## config.mk

```make
export PLATFORM = sky130hd
export DESIGN_NAME = pc_sequencer
export DESIGN_NICKNAME = d
export VERILOG_FILES = /design/src/rtl/pc_sequencer.sv
export SDC_FILE = /design/constraint.sdc
export NUM_CORES = 1
export LEC_CHECK = 0
export BUFFER_PORTS_ARGS = -buffer_cell sky130_fd_sc_hd__buf_2
export CAP_MARGIN = 0
export CORE_MARGIN = 5
export CORE_UTILIZATION = 55
export DETAILED_ROUTE_END_ITERATION = 12
export PLACE_DENSITY_LB_ADDON = 0.08
export RECOVER_POWER = 100
export SYNTH_ARGS = -nofsm -noshare
export SYNTH_HDL_FRONTEND = slang
export SYNTH_SLANG_ARGS = --single-unit
```

## constraint.sdc

```tcl
create_clock -name in_clk -period 3.39 [get_ports in_clk]
set_input_delay 0 -clock in_clk [delete_from_list [all_inputs] [get_ports in_clk]]
set_output_delay 0 -clock in_clk [all_outputs]
set_load 0.01 [all_outputs]
```

## src/rtl/pc_sequencer.sv

```systemverilog
// Program-counter sequencer for the multi-cycle core.
// Runs fetch, then branch resolve, then an optional flush window after a redirect.
module pc_sequencer #(
  parameter int unsigned           PC_WIDTH     = 32,
  parameter logic [PC_WIDTH-1:0]   RESET_PC     = '0,
  parameter int unsigned           FLUSH_CYCLES = 2
) (
  input  logic                in_clk,
  input  logic                in_rst_n,
  input  logic                in_stall,
  output logic                out_imem_req,
  input  logic                in_imem_ack,
  input  logic                in_resolve,
  input  logic                in_ctrl_branch,
  input  logic                in_ctrl_btype,
  input  logic                in_ctrl_jump,
  input  logic                in_flag_neg,
  input  logic                in_flag_zero,
  input  logic [PC_WIDTH-1:0] in_target,
  output logic [PC_WIDTH-1:0] out_pc,
  output logic                out_pc_valid,
  output logic                out_taken,
  output logic                out_flush
);

  // state   | meaning
  // BOOT    | one idle cycle after reset release
  // FETCH   | request instruction at out_pc, wait for ack
  // RESOLVE | wait for an unstalled resolve from execute
  // FLUSH   | squash wrong-path work for FLUSH_CYCLES cycles
  typedef enum logic [1:0] {
    BOOT    = 2'd0,
    FETCH   = 2'd1,
    RESOLVE = 2'd2,
    FLUSH   = 2'd3
  } state_t;

  localparam logic [3:0] FLUSH_INIT = 4'(FLUSH_CYCLES);

  state_t               state;
  logic [3:0]           flush_cnt;
  logic [PC_WIDTH-1:0]  pc;
  logic                 pc_valid;
  logic                 taken;
  logic                 take;

  assign take = in_ctrl_jump
              | (in_ctrl_branch & ~in_ctrl_btype & in_flag_zero)
              | (in_ctrl_branch &  in_ctrl_btype & in_flag_neg);

  always_ff @(posedge in_clk or negedge in_rst_n) begin
    if (!in_rst_n) begin
      state     <= BOOT;
      pc        <= RESET_PC;
      pc_valid  <= 1'b0;
      taken     <= 1'b0;
      flush_cnt <= 4'd0;
    end else begin
      pc_valid <= 1'b0;
      taken    <= 1'b0;
      case (state)
        BOOT: state <= FETCH;
        FETCH: begin
          if (in_imem_ack) begin
            state    <= RESOLVE;
            pc_valid <= 1'b1;
          end
        end
        RESOLVE: begin
          // a stalled resolve is not a decision; execute re-presents it later
          if (in_resolve && !in_stall) begin
            if (take) begin
              pc        <= in_target;
              taken     <= 1'b1;
              flush_cnt <= FLUSH_INIT;
              state     <= FLUSH;
            end else begin
              pc    <= pc + PC_WIDTH'(1);
              state <= FETCH;
            end
          end
        end
        FLUSH: begin
          if (flush_cnt <= 4'd1) begin
            flush_cnt <= 4'd0;
            state     <= FETCH;
          end else begin
            flush_cnt <= flush_cnt - 4'd1;
          end
        end
        default: state <= BOOT;
      endcase
    end
  end

  // req and flush decode from state so an async reset drops them instantly
  assign out_imem_req = (state == FETCH);
  assign out_flush    = (state == FLUSH);
  assign out_pc       = pc;
  assign out_pc_valid = pc_valid;
  assign out_taken    = taken;

endmodule

```

After elaboration in Yosys (flattened, before gate mapping) --
Cells that the tools add are included.
Storage, ports and cells: register bits 40, bits of input ports 42, output and inout port bits 36
Operators by class: add/subtract/negate cells 2, order comparisons 1, equal/unequal tests 7, muxes and demuxes 15, bitwise gates (word level) 7, reduce and logical (&&, ||, !) cells 7
Operators by type and width (number):
- 32-bit by 1-bit adder with 32-bit output, second input constant | 1
- 32-bit 2-to-1 mux | 1
- 4-bit 2-to-1 mux | 3
- 2-bit 2-to-1 mux | 4
- 2-bit case mux with 4 select lines | 1
- 4-bit case mux with 2 select lines | 1
- 3-bit AND reduction | 2
- 1-bit 2-to-1 mux | 5
- 1-bit bitwise AND | 4
- 2-bit equality test, second input constant | 2
- 4-bit by 1-bit <= comparator with 1-bit output, second input constant | 1
- 2-bit by 1-bit != test with 1-bit output, second input constant | 2
- 2-bit != test, second input constant | 2
- 4-bit by 1-bit subtractor with 4-bit output, second input constant | 1
- 2-bit by 1-bit equality test with 1-bit output, second input constant | 1
- 2-bit logical NOT | 1
- 1-bit bitwise OR | 2
- 2-bit AND reduction | 1
- 2-bit nonzero test | 1
- 1-bit logical AND | 1
- 1-bit logical NOT | 1
- 1-bit NOT | 1

Depth between registers and ports, before layout --
depth after elaboration 8, gate-level depth with buffers 8

Least setup slack after synthesis --
OpenSTA, ideal clock, no wires.
path kind flip-flop to flip-flop, start point register pc[8] (netlist: out_pc[8]), end point register pc[27] (netlist: out_pc[27]), setup time 137 ps, arrival 1458 ps, slack 1795 ps, stages on the path, launching flop included 7, buffers on the path 1, period minus slack after synthesis 1595 ps, path through dfrtp_1 > and4_4 > and4_1 > buf_6 > nand3_2 > o32ai_2 > a21oi_1
On the way: cells in the longest elaborated chain, start to end 2
Ends and longest elaborated chain:
- start: declaration | RTL line 42 | logic [PC_WIDTH-1:0] pc;
- start signal: assignment | RTL line 73 | pc <= in_target;
- start signal: assignment | RTL line 78 | pc <= pc + PC_WIDTH'(1);
- 32-bit by 1-bit adder with 32-bit output | RTL line 78
- 32-bit 2-to-1 mux | RTL line 72 | if (take) begin
No other way between the ends. A chain may end at the register's enable or synchronous reset.

Final worst setup path --
start point register state[0], end point register pc[30] (netlist: out_pc[30])
On the way: cells in the longest elaborated chain, start to end 2
Ends and longest elaborated chain:
- start: declaration | RTL line 40 | state_t state;
- start signal: assignment | RTL line 53 | state <= BOOT;
- start signal: assignment | RTL line 62 | BOOT: state <= FETCH;
- start signal: assignment | RTL line 65 | state <= RESOLVE;
- 2-bit equality test | RTL line 61 | case (state)
- 2-bit AND reduction (no source line)
No other way between the ends.

==> impl_results.md <==
* Run status: finished, violations left
* Violated checks: capacitance limit, slew limit
* Final GP Congestion at 0.821
* NumNets Final at 424
* Setup_tns at 0 ns
* Via Count at between 2000 and 3000
* Synth top cells by count: dfrtp_1 (40), a21oi_1 (33), nand2_1 (33)
* Register area share after synthesis at about 39%
* Post-CTS Setup Repair Bufs at 0
* Logic gate share of total power at between 30% and 40%
* Dpl cells at 414
* Max Slew Vio Count at between 40 and 50
* Number of port buffers at 77
* Worst slack, placed at about 1.3 ns
* First-pass GRT wire length at between 10000 and 15000 um
* Period utilisation layout at about 73%
* P_int at roughly 1300 uW
* Max Freq at about 400 MHz
* Finish-stage setup viols at 0
* N_diodes at 0
* Crit Path Max Fanout at 23
* Sink Count at 40
* Hold_ws at 0.0147 ns
* Buffers & Inverters on Critical Path at 2
* CP delay by family, top: buffers and inverters
* All-Layer GR Usage at a little under a quarter
* Crit path kind: reg2reg
* Yosys reg bits at 40
* Top cells by area, synth: dfrtp_1 (39%), a21oi_1 (6.4%), o22ai_1 (5.3%), nand2_1 (4.8%), a2bb2oi_1 (4.1%)
* Post-synth EDFFs at 0
* Top-area cell type share of the netlist area at slightly below 40%
* RSZ-0062 raised after global routing: false
* Synth async-reset ratio at 100%
* Layout area overhead at 20.0%
* Initial antenna violation count at 0
* Hold Vio Cnt, Final at 0
* Largest stage delay on the critical path at around 0.74 ns
* Switching Fraction at 42.4%
* Synthesized area at about 2600 um^2
* Initial core utilization at ~58%
* CTS tree: yes
* Routed wire length at 7060 um
* Clock power frac at 19.1%
* Clk_skew at approximately 0.0078 ns
* Clock latency on the worst-skew pair at approximately 0.30 ns
* Max stage delay cell, worst path: clkbuf_1
* Grt ovf at 0
* Post-route insts no fill at 429
* Worst endpoint required time at 3.57 ns
* Pwr Total at roughly 2300 uW
* Flop pwr share at between 40% and 50%
* Die area at about 6100 um^2
* Fill cell total of the finished layout at about 400
* Post-synth top flop: dfrtp_1
* Post-Syn Instances at 299
* Ys Warns at 0
* Number of remaining DRC errors at 0
* Relative slew slack at -45.2%
* Switching power at approximately 970 uW
* Die W at roughly 80 um
* Largest net degree at the start of global routing at 68
* DRT antenna net count at 0
* VDD IR max at 0.000399 V
* Critical Path AT at 2.65 ns
* Worst setup margin at between 0.9 and 1 ns
* Boundary pin count at 78
* Cell leakage power at 0.00132 uW
* Vias in the first global route at about 2500
* Cell count along the critical path at 8
* Crit end category: flip-flop
* DR vias/cell at 6.18
* Clock Tree Buf Depth at 2
* CP Launch Type: flip-flop
* Avg Inst Size Synth at around 8.6 um^2
* Worst-margin pin slew at between 2 and 2.5 ns
* Inserted Clock Buffers at 5
* Hold Path Depth at 3
* Worst-path clk slew at roughly 0.08 ns
* Chip height at roughly 80 um
* DP Wirelength at ~4900 um
* Post-synth top area cell: dfrtp_1
* P per Cell Area at approximately 740 nW/um^2
* Synthesized Nets at 347
* Register-to-Register Path Depth at 8
* Core area at 4440 um^2
* DR pass1 iterations at 5
* CP cell instances: inv_1 > ha_1 > and3b_1 > clkbuf_1 > and3_1 > nand4_1 > o22ai_1 > a21oi_1
* Max Cap Violations at 1
* Clk Tree Root Cell: clkbuf_8
* Core Rows at 24
* Share of cells above drive strength 1 at between 10% and 20%
* Maximum level of the CTS H-tree at 2
* WL/cell at approximately 16 um
* Min-Delay Path Class: in2reg
* DRT iter0 DRCs at around 230
* Final min period at approximately 2.5 ns
* Most frequent cell after synthesis: dfrtp_1
* Synth cell types at 47
[power by group through the flow]
stage               sequential [uW]  clock [uW]  combinational, uW
detailed placement              981           0                908
finish                          987         435                861
floorplan                      1010           0                487
CTS                             975         441                919
global placement                972           0                886
global route                   1030         461                973
[kinds of logic after synthesis]
family	after synthesis	share of synthesized area (%)
AND/OR/NAND/NOR	109	23.3
AO/OA/AOI/OAI	112	27.9
multiplexers	2	0.826
XOR/XNOR	1	0.340
flip-flops	40	38.9
buffers and inverters	29	5.83
adder cells (fa/ha/maj)	6	2.92
[final timing paths]
kind | start | to | slack, ns
min reg2reg | state[1] | state[1] | 0.55
min in group asynchronous | in_rst_n | out_pc_valid | 0.88
max in group asynchronous | in_rst_n | out_pc[7] | 1.26
max reg2reg | state[0] | out_pc[30] | 0.92
min | in_target[19] | out_pc[19] | 0.01
max | state[0] | out_pc[30] | 0.92
[worst reg2reg max path: stages, from the launching register on]
cell and delay (ns):
dfrtp_1 0.43, inv_1 0.08, ha_1 0.25, and3b_1 0.23, clkbuf_1 0.74, and3_1 0.27
nand4_1 0.13, o22ai_1 0.17, a21oi_1 0.07
[layer usage]
| layer | part of all wire (%) | track usage [%] | up-vias |
|---|---|---|---|
| met3 | 6.4 | 4.58 | 6 |
| met5 | 0 | 0 | - |
| met2 | 48 | 38.1 | 100 |
| li1 | - | - | 1287 |
| met1 | 45 | 31.9 | 1259 |
| met4 | 0.62 | 4.37 | 0 |
[flip-flops by register name, indices dropped and copies added (netlist names)]
register,cells
out_taken,1
out_pc_valid,1
out_pc,32
flush_cnt,4
state,2
[through the flow]
stage                     utilization, %  cell area (um^2)
after floorplan                        -              2570
after global placement              66.4              2950
after detailed placement            66.4              2950
after CTS                           70.8              3150
after global routing                69.5              3090
final                               69.5              3090
[area by class of cell]
class	instances	area, um^2	share of cell area (%)
clock inverter	1	30.0	0.972
timing repair buffer	87	422	13.6
inverter	12	45.0	1.46
tap	52	65.1	2.11
sequential	40	1000	32.4
clock buffer	7	96.3	3.12
multi-input combinational	230	1430	46.3
[timing repair]
action / CTS / global route
hold buffers: 7 / 0
endpoints found under the hold margin: 46 / 0
gates resized for setup: 0 / 0
[cells in the final DEF (no fill, tap or decap), types with 2 or more instances in the layout]
| master | instances |
|---|---|
| and3_1 | 10 |
| a21o_1 | 4 |
| dfrtp_1 | 40 |
| nand2b_1 | 3 |
| ha_1 | 6 |
| nor3_1 | 2 |
| inv_1 | 12 |
| dlygate4sd3_1 | 7 |
| nand4_1 | 10 |
| o22ai_1 | 22 |
| o41ai_1 | 4 |
| nor4_1 | 2 |
| o21ai_0 | 18 |
| clkbuf_1 | 39 |
| a22oi_1 | 4 |
| and2_1 | 3 |
| a2bb2oi_1 | 12 |
| and4_1 | 4 |
| a31oi_1 | 3 |
| clkbuf_8 | 7 |
| buf_2 | 40 |
| nor2_1 | 11 |
| a22o_1 | 3 |
| nand3_2 | 2 |
| nand3_1 | 19 |
| nand2_1 | 33 |
| a21oi_1 | 33 |
Note: power is estimated with default switching activity, not from simulation.
